<file path="src/rtl/npu_popcnt_pkg.sv">
// npu_popcnt_pkg: shared constants, state enum and saturating thermometer function for the popcount path
package npu_popcnt_pkg;
    localparam int N_BITS = 13;
    localparam int CNT_W  = 4;

    typedef enum logic {IDLE, EMIT} state_t;

    function automatic logic [N_BITS-1:0] thermometer(input logic [CNT_W-1:0] c);
        logic [N_BITS-1:0] ones;
        logic [CNT_W-1:0] s;
        ones = '1;
        s = (c > CNT_W'(N_BITS)) ? CNT_W'(N_BITS) : c;
        return ~(ones << s);
    endfunction
endpackage

</file>
<file path="src/rtl/popcount_expander_if.sv">
// popcount_expander_if: count-in handshake, mask outputs and serial bit-stream handshake (master drives counts, slave is the expander)
interface popcount_expander_if;
    import npu_popcnt_pkg::*;
    logic              in_valid;
    logic              in_ready;
    logic [CNT_W-1:0]  in_count;
    logic [N_BITS-1:0] mask;
    logic              mask_valid;
    logic              count_err;
    logic              bit_valid;
    logic              bit_ready;
    logic              bit_out;
    logic              bit_last;

    modport master (
        output in_valid, in_count, bit_ready,
        input  in_ready, mask, mask_valid, count_err, bit_valid, bit_out, bit_last
    );

    modport slave (
        input  in_valid, in_count, bit_ready,
        output in_ready, mask, mask_valid, count_err, bit_valid, bit_out, bit_last
    );
endinterface

</file>
<file path="src/rtl/thermo_decode.sv">
// thermo_decode: count -> saturating N-bit thermometer mask (bit i set iff i < min(count, N))
module thermo_decode
    import npu_popcnt_pkg::*;
(
    input  logic [CNT_W-1:0]  count,
    output logic [N_BITS-1:0] mask
);
    assign mask = thermometer(count);
endmodule

</file>
<file path="src/rtl/popcount_expander.sv">
// popcount_expander: latches a count, presents its thermometer mask and streams it serially (clk, rst, bus.slave)
module popcount_expander
    import npu_popcnt_pkg::*;
(
    input  logic         clk,
    input  logic         rst,
    popcount_expander_if.slave bus
);
    localparam logic [CNT_W-1:0] LAST = CNT_W'(N_BITS - 1);
    localparam logic [CNT_W-1:0] MAXC = CNT_W'(N_BITS);

    state_t            state, state_nxt;
    logic [CNT_W-1:0]  idx, idx_nxt, cnt;
    logic [N_BITS-1:0] mask_d, mask_q;
    logic              mask_valid_q, err_q;
    logic              accept, hs, last;

    thermo_decode u_thermo (
        .count (bus.in_count),
        .mask  (mask_d)
    );

    assign bus.in_ready   = (state == IDLE) && !rst;
    assign bus.bit_valid  = (state == EMIT);
    assign last           = (idx == LAST);
    assign bus.bit_out    = bus.bit_valid && (idx < cnt);
    assign bus.bit_last   = bus.bit_valid && last;
    assign bus.mask       = mask_q;
    assign bus.mask_valid = mask_valid_q;
    assign bus.count_err  = err_q;
    assign accept         = bus.in_valid && bus.in_ready;
    assign hs             = bus.bit_valid && bus.bit_ready;

    always_comb begin
        state_nxt = accept ? EMIT : (hs && last) ? IDLE : state;
        idx_nxt   = accept ? '0 : hs ? (last ? '0 : idx + 1'b1) : idx;
    end

    always_ff @(posedge clk) begin
        if (rst) begin
            state        <= IDLE;
            idx          <= '0;
            cnt          <= '0;
            mask_q       <= '0;
            mask_valid_q <= 1'b0;
            err_q        <= 1'b0;
        end else begin
            state <= state_nxt;
            idx   <= idx_nxt;
            if (accept) begin
                cnt          <= (bus.in_count > MAXC) ? MAXC : bus.in_count;
                err_q        <= bus.in_count > MAXC;
                mask_q       <= mask_d;
                mask_valid_q <= 1'b1;
            end
        end
    end
endmodule

</file>
<file path="src/flat_wrapper.sv">
// flat-port wrapper written by rule: the top's interface ports become plain ports
module popcount_expander_flat import npu_popcnt_pkg::*;
  (clk, rst, bus_in_valid, bus_in_count, bus_bit_ready, bus_in_ready, bus_mask, bus_mask_valid, bus_count_err, bus_bit_valid, bus_bit_out, bus_bit_last);
  popcount_expander_if bus_i ();
  input  logic clk;
  input  logic rst;
  input wire logic [$bits(bus_i.in_valid)-1:0] bus_in_valid;
  input wire logic [$bits(bus_i.in_count)-1:0] bus_in_count;
  input wire logic [$bits(bus_i.bit_ready)-1:0] bus_bit_ready;
  output wire logic [$bits(bus_i.in_ready)-1:0] bus_in_ready;
  output wire logic [$bits(bus_i.mask)-1:0] bus_mask;
  output wire logic [$bits(bus_i.mask_valid)-1:0] bus_mask_valid;
  output wire logic [$bits(bus_i.count_err)-1:0] bus_count_err;
  output wire logic [$bits(bus_i.bit_valid)-1:0] bus_bit_valid;
  output wire logic [$bits(bus_i.bit_out)-1:0] bus_bit_out;
  output wire logic [$bits(bus_i.bit_last)-1:0] bus_bit_last;
  assign bus_i.in_valid = bus_in_valid;
  assign bus_i.in_count = bus_in_count;
  assign bus_i.bit_ready = bus_bit_ready;
  assign bus_in_ready = bus_i.in_ready;
  assign bus_mask = bus_i.mask;
  assign bus_mask_valid = bus_i.mask_valid;
  assign bus_count_err = bus_i.count_err;
  assign bus_bit_valid = bus_i.bit_valid;
  assign bus_bit_out = bus_i.bit_out;
  assign bus_bit_last = bus_i.bit_last;
  popcount_expander u_core (.clk(clk), .rst(rst), .bus(bus_i));
endmodule
</file>
<file path="config.mk">
export PLATFORM = sky130hd
export DESIGN_NAME = popcount_expander_flat
export DESIGN_NICKNAME = d
export VERILOG_FILES = /design/src/rtl/npu_popcnt_pkg.sv /design/src/rtl/popcount_expander_if.sv /design/src/rtl/thermo_decode.sv /design/src/rtl/popcount_expander.sv /design/src/flat_wrapper.sv
export SDC_FILE = /design/constraint.sdc
export NUM_CORES = 1
export LEC_CHECK = 0
export BUFFER_PORTS_ARGS = -buffer_cell sky130_fd_sc_hd__buf_2
export CORE_AREA = 2 2 60 48
export DETAILED_ROUTE_END_ITERATION = 8
export DIE_AREA = 0 0 62 50
export GPL_ROUTABILITY_DRIVEN = 0
export GPL_TIMING_DRIVEN = 0
export PLACE_DENSITY_LB_ADDON = 0.08
export SETUP_SLACK_MARGIN = 0.5
export SLEW_MARGIN = 20
export SYNTH_ARGS = -nofsm -noshare
export SYNTH_HDL_FRONTEND = slang
export SYNTH_SLANG_ARGS = --single-unit
export TNS_END_PERCENT = 10
</file>
<file path="constraint.sdc">
create_clock -name clk -period 1.2 [get_ports clk]
set_clock_uncertainty 0.15 [all_clocks]
set_input_delay 0.12 -clock clk [delete_from_list [all_inputs] [get_ports clk]]
set_output_delay 0.12 -clock clk [all_outputs]
set_load 0.005 [all_outputs]
</file>
==> impl_metrics.json <==
{
  "critical_path_depth": 6,
  "crit_required_ns": 0.93,
  "hold_class": "in -> reg",
  "htree_levels": 1,
  "drcViolationCount": 0,
  "grt_pass1_vias": 894,
  "yosysSeqAreaShare_pct": 45.2,
  "diodes": 0,
  "initial_core_util_pct": 40.8,
  "period_needed_ns": 1.62,
  "die_w_um": 62,
  "syn_area_mm2": 0.00102,
  "drt_wl_total_mm": 2.53,
  "nNetsFinal": 168,
  "core_mm2": 0.00250,
  "grt_pass1_wl_mm": 4.09,
  "p_total_mw": 1.48,
  "clk_path_buf_depth": 2,
  "startpoint_type": "register",
  "syn_nets": 132,
  "layout_commonest_cell": "buf_2",
  "vias": 980,
  "port_buffers": 23,
  "yosysWarnings": 0,
  "die_h_um": 50,
  "final_util_pct": 57.5,
  "n_fill_cell": 241,
  "maxSlewHeadroom_pct": 64.6,
  "cts_tree": "built",
  "status": "finished, violations left",
  "synthMuxAreaShare_pct": 0,
  "synthDistinctLibCells": 30,
  "path_buf_inv": 2,
  "via_per_inst": 5.16,
  "dp_worst_setup_slack_ns": -0.157,
  "synth-simple-area-share_pct": 22.6,
  "setup_viol": 12,
  "path_cells": "inv_2, ha_4, nand2_2, nand3b_1, a31oi_1, buf_2",
  "max-cap-violations": 0,
  "ant_nets": 0,
  "rows": 16,
  "worst_slew_pin_slew_ns": 0.531,
  "crit_type": "reg -> out",
  "clkTransAtPathRegs_ns": 0.13,
  "antenna_found_initial": 0,
  "rsz0062_at_grt": "yes",
  "syn_to_final_growth_pct": 41.0,
  "hpwl_mm": 1.63,
  "drtPass1Iterations": 4,
  "cp_max_fo": 2,
  "synthXorXnorAreaFrac_pct": 0,
  "ys_ff_latch": 23,
  "clock_latency_ns": 0.32,
  "avgRoutedWirePerCell_um": 13.3,
  "p_leak_nw": 0.576,
  "hold_ws_ns": -0.0319,
  "drt_iter0_drc": 26,
  "cts_buffers": 3,
  "grt_overflow": 0,
  "hold_violations": 2,
  "synthAdderAreaFrac_pct": 6.13,
  "drv_slew": 0,
  "syn_inst": 119,
  "syn_avg_cell_area_um2": 8.57,
  "synth_compound_area_share_pct": 19.1,
  "dieArea_mm2": 0.00310,
  "rr_worst_depth": 7,
  "root_buffer": "clkbuf_4",
  "grt_max_degree": 13,
  "path_delay_family": "flip-flops",
  "crit_arrival_ns": 1.35,
  "fin_crit_sh_pct": 135,
  "violations": "negative hold slack, negative setup slack",
  "synth_top_family_by_area": "simple AND/OR/NAND/NOR gates",
  "whs_path_depth": 2,
  "max_stage_delay_ns": 0.35,
  "netlist.area_leader.share_pct": 45.2,
  "io_pins": 27,
  "most-common-layout-cells": "buf_2 (21), dfxtp_2 (15), nand2_1 (11), nor2_1 (10), a21oi_1 (10)",
  "critPathSlowestCell": "dfxtp_2",
  "timing.fmax_ghz": 0.616,
  "clock-sinks": 23,
  "power_density_mw_per_mm2": 1030,
  "fin_ws_ns": -0.425,
  "yosys-top-cells-area": "dfxtp_1 (45%), ha_1 (6.1%), a21oi_1 (4.9%)",
  "grt_usage_pct": 17.7,
  "end_kind": "output port",
  "synth_top_area_cell": "dfxtp_1",
  "peakVddDrop_v": 0.000712,
  "drive_gt1_share_pct": 51.9
}
-- cell usage after synthesis --
master / number
a32o_1: 1
and3_1: 1
nand3b_1: 2
or4_1: 1
dfxtp_1: 23
a22o_1: 1
nor3_1: 4
nand2b_1: 3
a21oi_1: 10
ha_1: 5
nand4_1: 2
nand3_1: 4
buf_1: 1
buf_4: 1
inv_2: 1
buf_6: 1
nand3_4: 1
a311oi_1: 2
a21o_1: 1
o21ai_0: 5
o2bb2ai_1: 3
and2b_2: 1
nor4_1: 1
a31oi_1: 2
nor2_1: 13
inv_1: 5
clkbuf_1: 3
nand2_1: 13
a211oi_1: 5
buf_2: 3
-- layer usage --
metal | up-vias | GRT usage, % | wire [µm]
met1 | 462 | 27.0 | 1190
li1 | 485 | - | -
met3 | 4 | 5.51 | 157
met2 | 29 | 24.0 | 1160
met5 | - | 0 | 0
met4 | 0 | 3.55 | 24
-- layout make-up --
| type | count | area, µm² | area share (%) |
|---|---|---|---|
| Buffer | 9 | 61.3 | 4.26 |
| Clock buffer | 4 | 26.3 | 1.83 |
| Inverter | 6 | 25.0 | 1.74 |
| Multi-Input combinational cell | 81 | 592 | 41.2 |
| Sequential cell | 23 | 490 | 34.1 |
| Tap cell | 36 | 45.0 | 3.13 |
| Timing Repair Buffer | 31 | 198 | 13.8 |
-- repair_timing --
item	4_1_cts	5_1_grt
setup endpoints to repair	42	42
gates resized for setup	39	14
gates cloned	0	0
endpoints found under the hold margin	4	3
setup buffers	7	1
pin swaps	18	6
-- flip-flops by register name (all words and copies together), names as in the netlist --
| signal | cells |
|---|---|
| u_core.bus.mask | 13 |
| u_core.idx | 4 |
| u_core.cnt | 3 |
| u_core.bus.bit_valid | 1 |
| u_core.bus.mask_valid | 1 |
| u_core.bus.count_err | 1 |
-- worst paths after layout --
check / slack, ns / start / to
hold / removal: -0.03 / bus_bit_ready / u_core.idx[2]$_SDFFE_PP0N_
setup reg to reg: -0.23 / u_core.idx[1]$_SDFFE_PP0N_ / u_core.idx[2]$_SDFFE_PP0N_
setup / recovery: -0.42 / u_core.bus.mask[7]$_SDFFE_PP0P_ / bus_bit_out
hold reg to reg: 0.31 / u_core.bus.mask[8]$_SDFFE_PP0P_ / u_core.bus.mask[8]$_SDFFE_PP0P_
-- cell families (layout without fill, tap and decap cells) --
logic type / after synthesis / after routing
compound gates: 30 / 30
buf+inv: 15 / 50
simple gates: 46 / 46
fa+ha+maj: 5 / 5
flops: 23 / 23
-- stage by stage --
stage               cell area, µm²  hold slack, ns  std cells  TNS, ns
floorplan                     1020          0.0865        119  -0.0900
global placement              1180           0.282        178    -1.16
detailed placement            1180           0.296        178    -1.34
CTS                           1380         -0.0445        189    -1.65
global route                  1440         -0.0399        190    -3.01
finish                        1440         -0.0319        190    -1.67
-- power breakdown --
group	switching, mW	internal [mW]	leakage, nW	total [mW]
sequential	0.0251	0.810	0.197	0.835
clock	0.232	0.130	0.0150	0.362
combinational	0.155	0.133	0.365	0.288
Power figures use the tool's default switching activity.
